**config.mk**
```make
export PLATFORM = sky130hd
export DESIGN_NAME = nco_sweep_ctrl
export DESIGN_NICKNAME = d
export VERILOG_FILES = /design/src/rtl/nco_sweep_ctrl.sv
export SDC_FILE = /design/constraint.sdc
export NUM_CORES = 1
export LEC_CHECK = 0
export ABC_AREA = 1
export CORE_AREA = 5 5 189 191
export DETAILED_ROUTE_END_ITERATION = 12
export DIE_AREA = 0 0 194 196
export DONT_BUFFER_PORTS = 1
export HOLD_SLACK_MARGIN = 0.05
export PLACE_DENSITY_LB_ADDON = 0.25
export SYNTH_ARGS = -nofsm -noshare
export SYNTH_HDL_FRONTEND = slang
export SYNTH_SLANG_ARGS = --single-unit
```
**constraint.sdc**
```tcl
create_clock -name ipClk -period 6.07 [get_ports ipClk]
set_input_delay 0.9105 -clock ipClk [delete_from_list [all_inputs] [get_ports ipClk]]
set_output_delay 0.9105 -clock ipClk [all_outputs]
set_load 0.02 [all_outputs]
```
**src/rtl/nco_sweep_ctrl.sv**
```systemverilog
// Stepped-frequency sweep sequencer for the NCO frequency-control word.
// Latches a sweep configuration on start and walks IDLE -> PRIME -> DWELL -> DONE.
module nco_sweep_ctrl #(
    parameter int DWELL_WIDTH = 16,
    parameter int COUNT_WIDTH = 16
) (
    input  logic                   ipClk,
    input  logic                   ipReset,
    input  logic                   ipStart,
    input  logic                   ipAbort,
    input  logic [31:0]            ipStartFreq,
    input  logic [31:0]            ipStepFreq,
    input  logic [COUNT_WIDTH-1:0] ipNumSteps,
    input  logic [DWELL_WIDTH-1:0] ipDwell,
    input  logic                   ipContinuous,
    output logic [31:0]            opFrequency,
    output logic                   opNcoReset,
    output logic                   opBusy,
    output logic                   opStepStrobe,
    output logic                   opDone,
    output logic [1:0]             opState
);

    localparam logic [1:0] IDLE  = 2'd0;
    localparam logic [1:0] PRIME = 2'd1;
    localparam logic [1:0] DWELL = 2'd2;
    localparam logic [1:0] DONE  = 2'd3;

    logic [1:0]             state;
    logic [31:0]            start_word;
    logic [31:0]            step_word;
    logic [COUNT_WIDTH-1:0] num_steps;
    logic [DWELL_WIDTH-1:0] dwell_len;
    logic                   continuous;
    logic [COUNT_WIDTH-1:0] step_idx;
    logic [DWELL_WIDTH-1:0] dwell_cnt;
    logic                   last_step;
    logic                   dwell_expired;

    assign opState       = state;
    assign last_step     = (step_idx == num_steps - COUNT_WIDTH'(1));
    assign dwell_expired = (dwell_cnt == DWELL_WIDTH'(1));

    always_ff @(posedge ipClk or posedge ipReset) begin
        if (ipReset) begin
            state        <= IDLE;
            start_word   <= '0;
            step_word    <= '0;
            num_steps    <= '0;
            dwell_len    <= '0;
            continuous   <= 1'b0;
            step_idx     <= '0;
            dwell_cnt    <= '0;
            opFrequency  <= '0;
            opNcoReset   <= 1'b1;
            opBusy       <= 1'b0;
            opStepStrobe <= 1'b0;
            opDone       <= 1'b0;
        end else begin
            opStepStrobe <= 1'b0;
            opDone       <= 1'b0;
            case (state)
                IDLE: begin
                    opNcoReset  <= 1'b1;
                    opFrequency <= '0;
                    opBusy      <= 1'b0;
                    if (ipStart) begin
                        start_word <= ipStartFreq;
                        step_word  <= ipStepFreq;
                        num_steps  <= ipNumSteps;
                        dwell_len  <= (ipDwell == '0) ? DWELL_WIDTH'(1) : ipDwell;
                        continuous <= ipContinuous;
                        if (ipNumSteps == '0) begin
                            state  <= DONE;
                            opDone <= 1'b1;
                        end else begin
                            state       <= PRIME;
                            opFrequency <= ipStartFreq;
                            opBusy      <= 1'b1;
                        end
                    end
                end
                PRIME: begin
                    if (ipAbort) begin
                        state       <= IDLE;
                        opFrequency <= '0;
                        opNcoReset  <= 1'b1;
                        opBusy      <= 1'b0;
                    end else begin
                        state      <= DWELL;
                        opNcoReset <= 1'b0;
                        step_idx   <= '0;
                        dwell_cnt  <= dwell_len;
                    end
                end
                DWELL: begin
                    // Abort outranks both a step and a completion on the same cycle.
                    if (ipAbort) begin
                        state       <= IDLE;
                        opFrequency <= '0;
                        opNcoReset  <= 1'b1;
                        opBusy      <= 1'b0;
                    end else if (!dwell_expired) begin
                        dwell_cnt <= dwell_cnt - DWELL_WIDTH'(1);
                    end else if (!last_step) begin
                        opFrequency  <= opFrequency + step_word;
                        step_idx     <= step_idx + COUNT_WIDTH'(1);
                        dwell_cnt    <= dwell_len;
                        opStepStrobe <= 1'b1;
                    end else if (continuous) begin
                        // Phase-continuous wrap: the NCO is not reset between passes.
                        opFrequency  <= start_word;
                        step_idx     <= '0;
                        dwell_cnt    <= dwell_len;
                        opStepStrobe <= 1'b1;
                    end else begin
                        state       <= DONE;
                        opDone      <= 1'b1;
                        opBusy      <= 1'b0;
                        opNcoReset  <= 1'b1;
                        opFrequency <= '0;
                    end
                end
                DONE: begin
                    state       <= IDLE;
                    opFrequency <= '0;
                    opNcoReset  <= 1'b1;
                    opBusy      <= 1'b0;
                end
                default: begin
                    state <= IDLE;
                end
            endcase
        end
    end

endmodule

```
==> results.md <==
* Post-CTS Resized at 0
* Fill cell count at 3650
* DRC Markers at 0
* Synth Area in Simple Gates at 0.384
* CTS clk-pin slew, worst paths at around 0.07 ns
* Max incr delay on CP at 0.68 ns
* Compound-Gate Fraction of Synth Area at 0.0921
* Clock Tree Root: clkbuf_16
* Synth Area in XOR/XNOR at 0.0333
* Post-Synth Adder-Cell Area at 0.0460
* Critical R2R Launch: opState[0]
* Dpl hpwl at 26.3 mm
* LEAKAGE at 5.88 nW
* Number of flops mapped to enable cells by yosys at 0
* Clock skew at about 0.013 ns
* Clock Latency Late Sink at approximately 0.45 ns
* Reg-to-reg slack, setup at 1.84 ns
* Maxcap violations at 0
* Main combinational cell family by area after synthesis: simple AND/OR/NAND/NOR gates
* Clock Path Buffers at 2
* Cell count after synthesis at roughly 1600
* Routed length per instance at 17.3 um
* Worst-path maximum fanout at 33
* Crit-path cells: inv_1 -> ha_1 -> nand2_1 -> inv_1 -> nand2_2 -> nand2_2 -> inv_2 -> nand2_1 -> nand2_1 -> o21ai_0
* CTS tree: yes
* Initial DRC count at 802
* CTS Buf Count at 17
* Worst setup startpoint: opState[0]
* Worst slew pin tran at between 1 and 1.5 ns
* Mean Syn Cell Area at just under 7 um2
* Chip height at 196 um
* Largest net degree at the start of global routing at 89
* Sinks on Clock Net at 167
* Synthesized cell area at approximately 11000 um2
* Critical path arrival at about 4.6 ns
* Final setup viols at 0
* # Post-CTS Setup Buffers at 0
* Top-Level Pins at 139
* Grt total ovfl at 0
* Input/output buffers at 0
* FF-to-FF path depth at 10
* Hold WS at 0.423 ns
* FF-to-FF End: opBusy
* CP Launch Type: flop
* Sum Neg Setup Slack at 0 ns
* Worst vdd ir at 0.223 mV
* Total wire length at approximately 36 mm
* Status: complete, no violations
* GRT Total Usage at 0.187
* Multiplexer share of the synthesized area at 0
* Rel. slew slack at 0.285
* Initial antenna violation count at 0
* Syn nets at around 1800
* Hold buffer count at cts at 0
* Via count at 10400
* Initial Util at 0.325
* Die W at 194 um
* Pwr Density at 552 nW/um2
* First drt pass iteration count at 5
* # H-tree levels at 4
* Critical path endpoint category: flop
* RSZ-0062 raised after global routing: false
* Drt via density at 5.01
* Fin. Hold Viols at 0
* Core area at 33900 um2
* CP required at between 6 and 7 ns
* Nets at 1742
* Asr flop ratio synth at 1.00
* Crit path kind: flop to flop
* Seq cells post-synth at 167
* Final-report max-slew violation count at 0
* Vias in the first global route at 10000
* Rows at 68
* Min Tclk post-route at 4.23 ns
* Fin util at 0.354
* RD Place Congestion at 0.889
* Critical path's most frequent cell: nand2_1
* Max Freq at 0.237 GHz
* Register area share after synthesis at 0.378
* YS warnings at 0
* Die area at roughly 38000 um2
* N_diodes at 0
* Share of cells above drive strength 1 at 0.0446
* Slowest cell on the critical path: ha_1
* Synth unique cells at 42
* Crit share post-route at 0.696
* Area Growth Syn to Fin at 8.65%
* Hold crit path type: input pin to async pin
* DRT antenna net count at 0
* First-pass GRT wire length at 56.4 mm
* Dominant synthesized flop cell: dfrtp_1
-- flip-flops by register name (all words and copies together) (netlist names), 2 cells and up --
| name | count |
|---|---|
| num_steps | 16 |
| opFrequency | 32 |
| dwell_cnt | 16 |
| dwell_len | 16 |
| step_word | 32 |
| opState | 2 |
| step_idx | 16 |
| start_word | 32 |
-- worst max-delay path: cells and delay by family, from the launching register on --
family                   cells  cell delay (ns)
buffers and inverters        3             1.28
adder cells (fa/ha/maj)      1             0.68
AND/OR/NAND/NOR              5             1.59
flip-flops                   1             0.50
AO/OA/AOI/OAI                1             0.07
-- area by class of cell --
type	count	area [um2]	area share
clock buffer	19	453	0.0377
clock inverter	13	145	0.0121
inverter	118	450	0.0375
timing repair buffer	7	52.6	0.00438
multi-input combinational	1290	6150	0.513
sequential	167	4180	0.348
tap	455	569	0.0474
-- cells in the mapped netlist (3+ instances only) --
cell | count | area share
a21oi_1 | 77 | 0.035
a31oi_1 | 38 | 0.022
buf_2 | 18 | 0.0082
buf_6 | 4 | 0.0041
clkbuf_1 | 35 | 0.012
dfrtp_1 | 166 | 0.38
ha_1 | 39 | 0.044
inv_1 | 115 | 0.039
nand2_1 | 657 | 0.22
nand2_2 | 6 | 0.0034
nand3_1 | 134 | 0.061
nand3b_1 | 7 | 0.0048
nand4_1 | 11 | 0.0062
nor2_1 | 151 | 0.051
nor2_2 | 6 | 0.0034
nor2_4 | 6 | 0.0061
nor3_1 | 12 | 0.0054
nor4_1 | 16 | 0.0091
o21a_1 | 3 | 0.0020
o21ai_0 | 57 | 0.026
o21ai_1 | 7 | 0.0032
xnor2_1 | 19 | 0.015
xor2_1 | 23 | 0.018
-- how the worst max path moves through the flow --
stage	endpoint	slack, ns
final	opBusy	1.84
after global routing	opBusy	1.44
after CTS	opBusy	1.79
after detailed placement	opBusy	1.79
after global placement	opBusy	1.84
after floorplan	continuous	0.64
-- layout by cell type, fill, tap and decap left out, drive strengths merged, types with 2 or more instances in the layout --
master,n
clkinvlp,2
ha,39
nor2,163
o21a,3
o21bai,2
xor2,23
xnor2,19
a31oi,38
and2,3
and3,2
dfrtp,166
nand3b,7
clkbuf,19
nor4,16
nand2,665
nand4,12
buf,7
clkinv,5
bufinv,2
o211ai,2
a21oi,77
inv,122
nand3,136
nor3,12
or2,3
o21ai,64
-- stage by stage --
stage / cell area, um2 / setup slack (ns) / power (mW) / std cells
floorplan: 11000 / 0.643 / 4.61 / 1636
global placement: 11400 / 1.84 / 5.50 / 2037
detailed placement: 11400 / 1.79 / 5.54 / 2037
CTS: 12000 / 1.79 / 6.71 / 2069
global route: 12000 / 1.44 / 7.29 / 2069
finish: 12000 / 1.84 / 6.63 / 2069
-- cell families (layout without fill, tap and decap cells) --
kind of cell	after synthesis	count (layout)
compound gates	189	189
simple gates	1019	1019
xor+xnor	42	42
buf+inv	179	157
fa+ha+maj	40	40
flops	167	167
-- where the power goes --
part | switching [mW] | internal [mW] | total (mW)
combinational | 2.21 | 1.14 | 3.35
clock | 0.503 | 0.634 | 1.14
sequential | 0.569 | 1.58 | 2.15
-- per-layer routing --
metal | wire length (um) | GRT usage | up-vias
met5 | 0 | 0 | -
li1 | - | - | 5195
met2 | 16400 | 0.301 | 250
met1 | 16200 | 0.243 | 4863
met4 | 781 | 0.0534 | 0
met3 | 2510 | 0.0601 | 51
(Power assumes the default switching activity.)
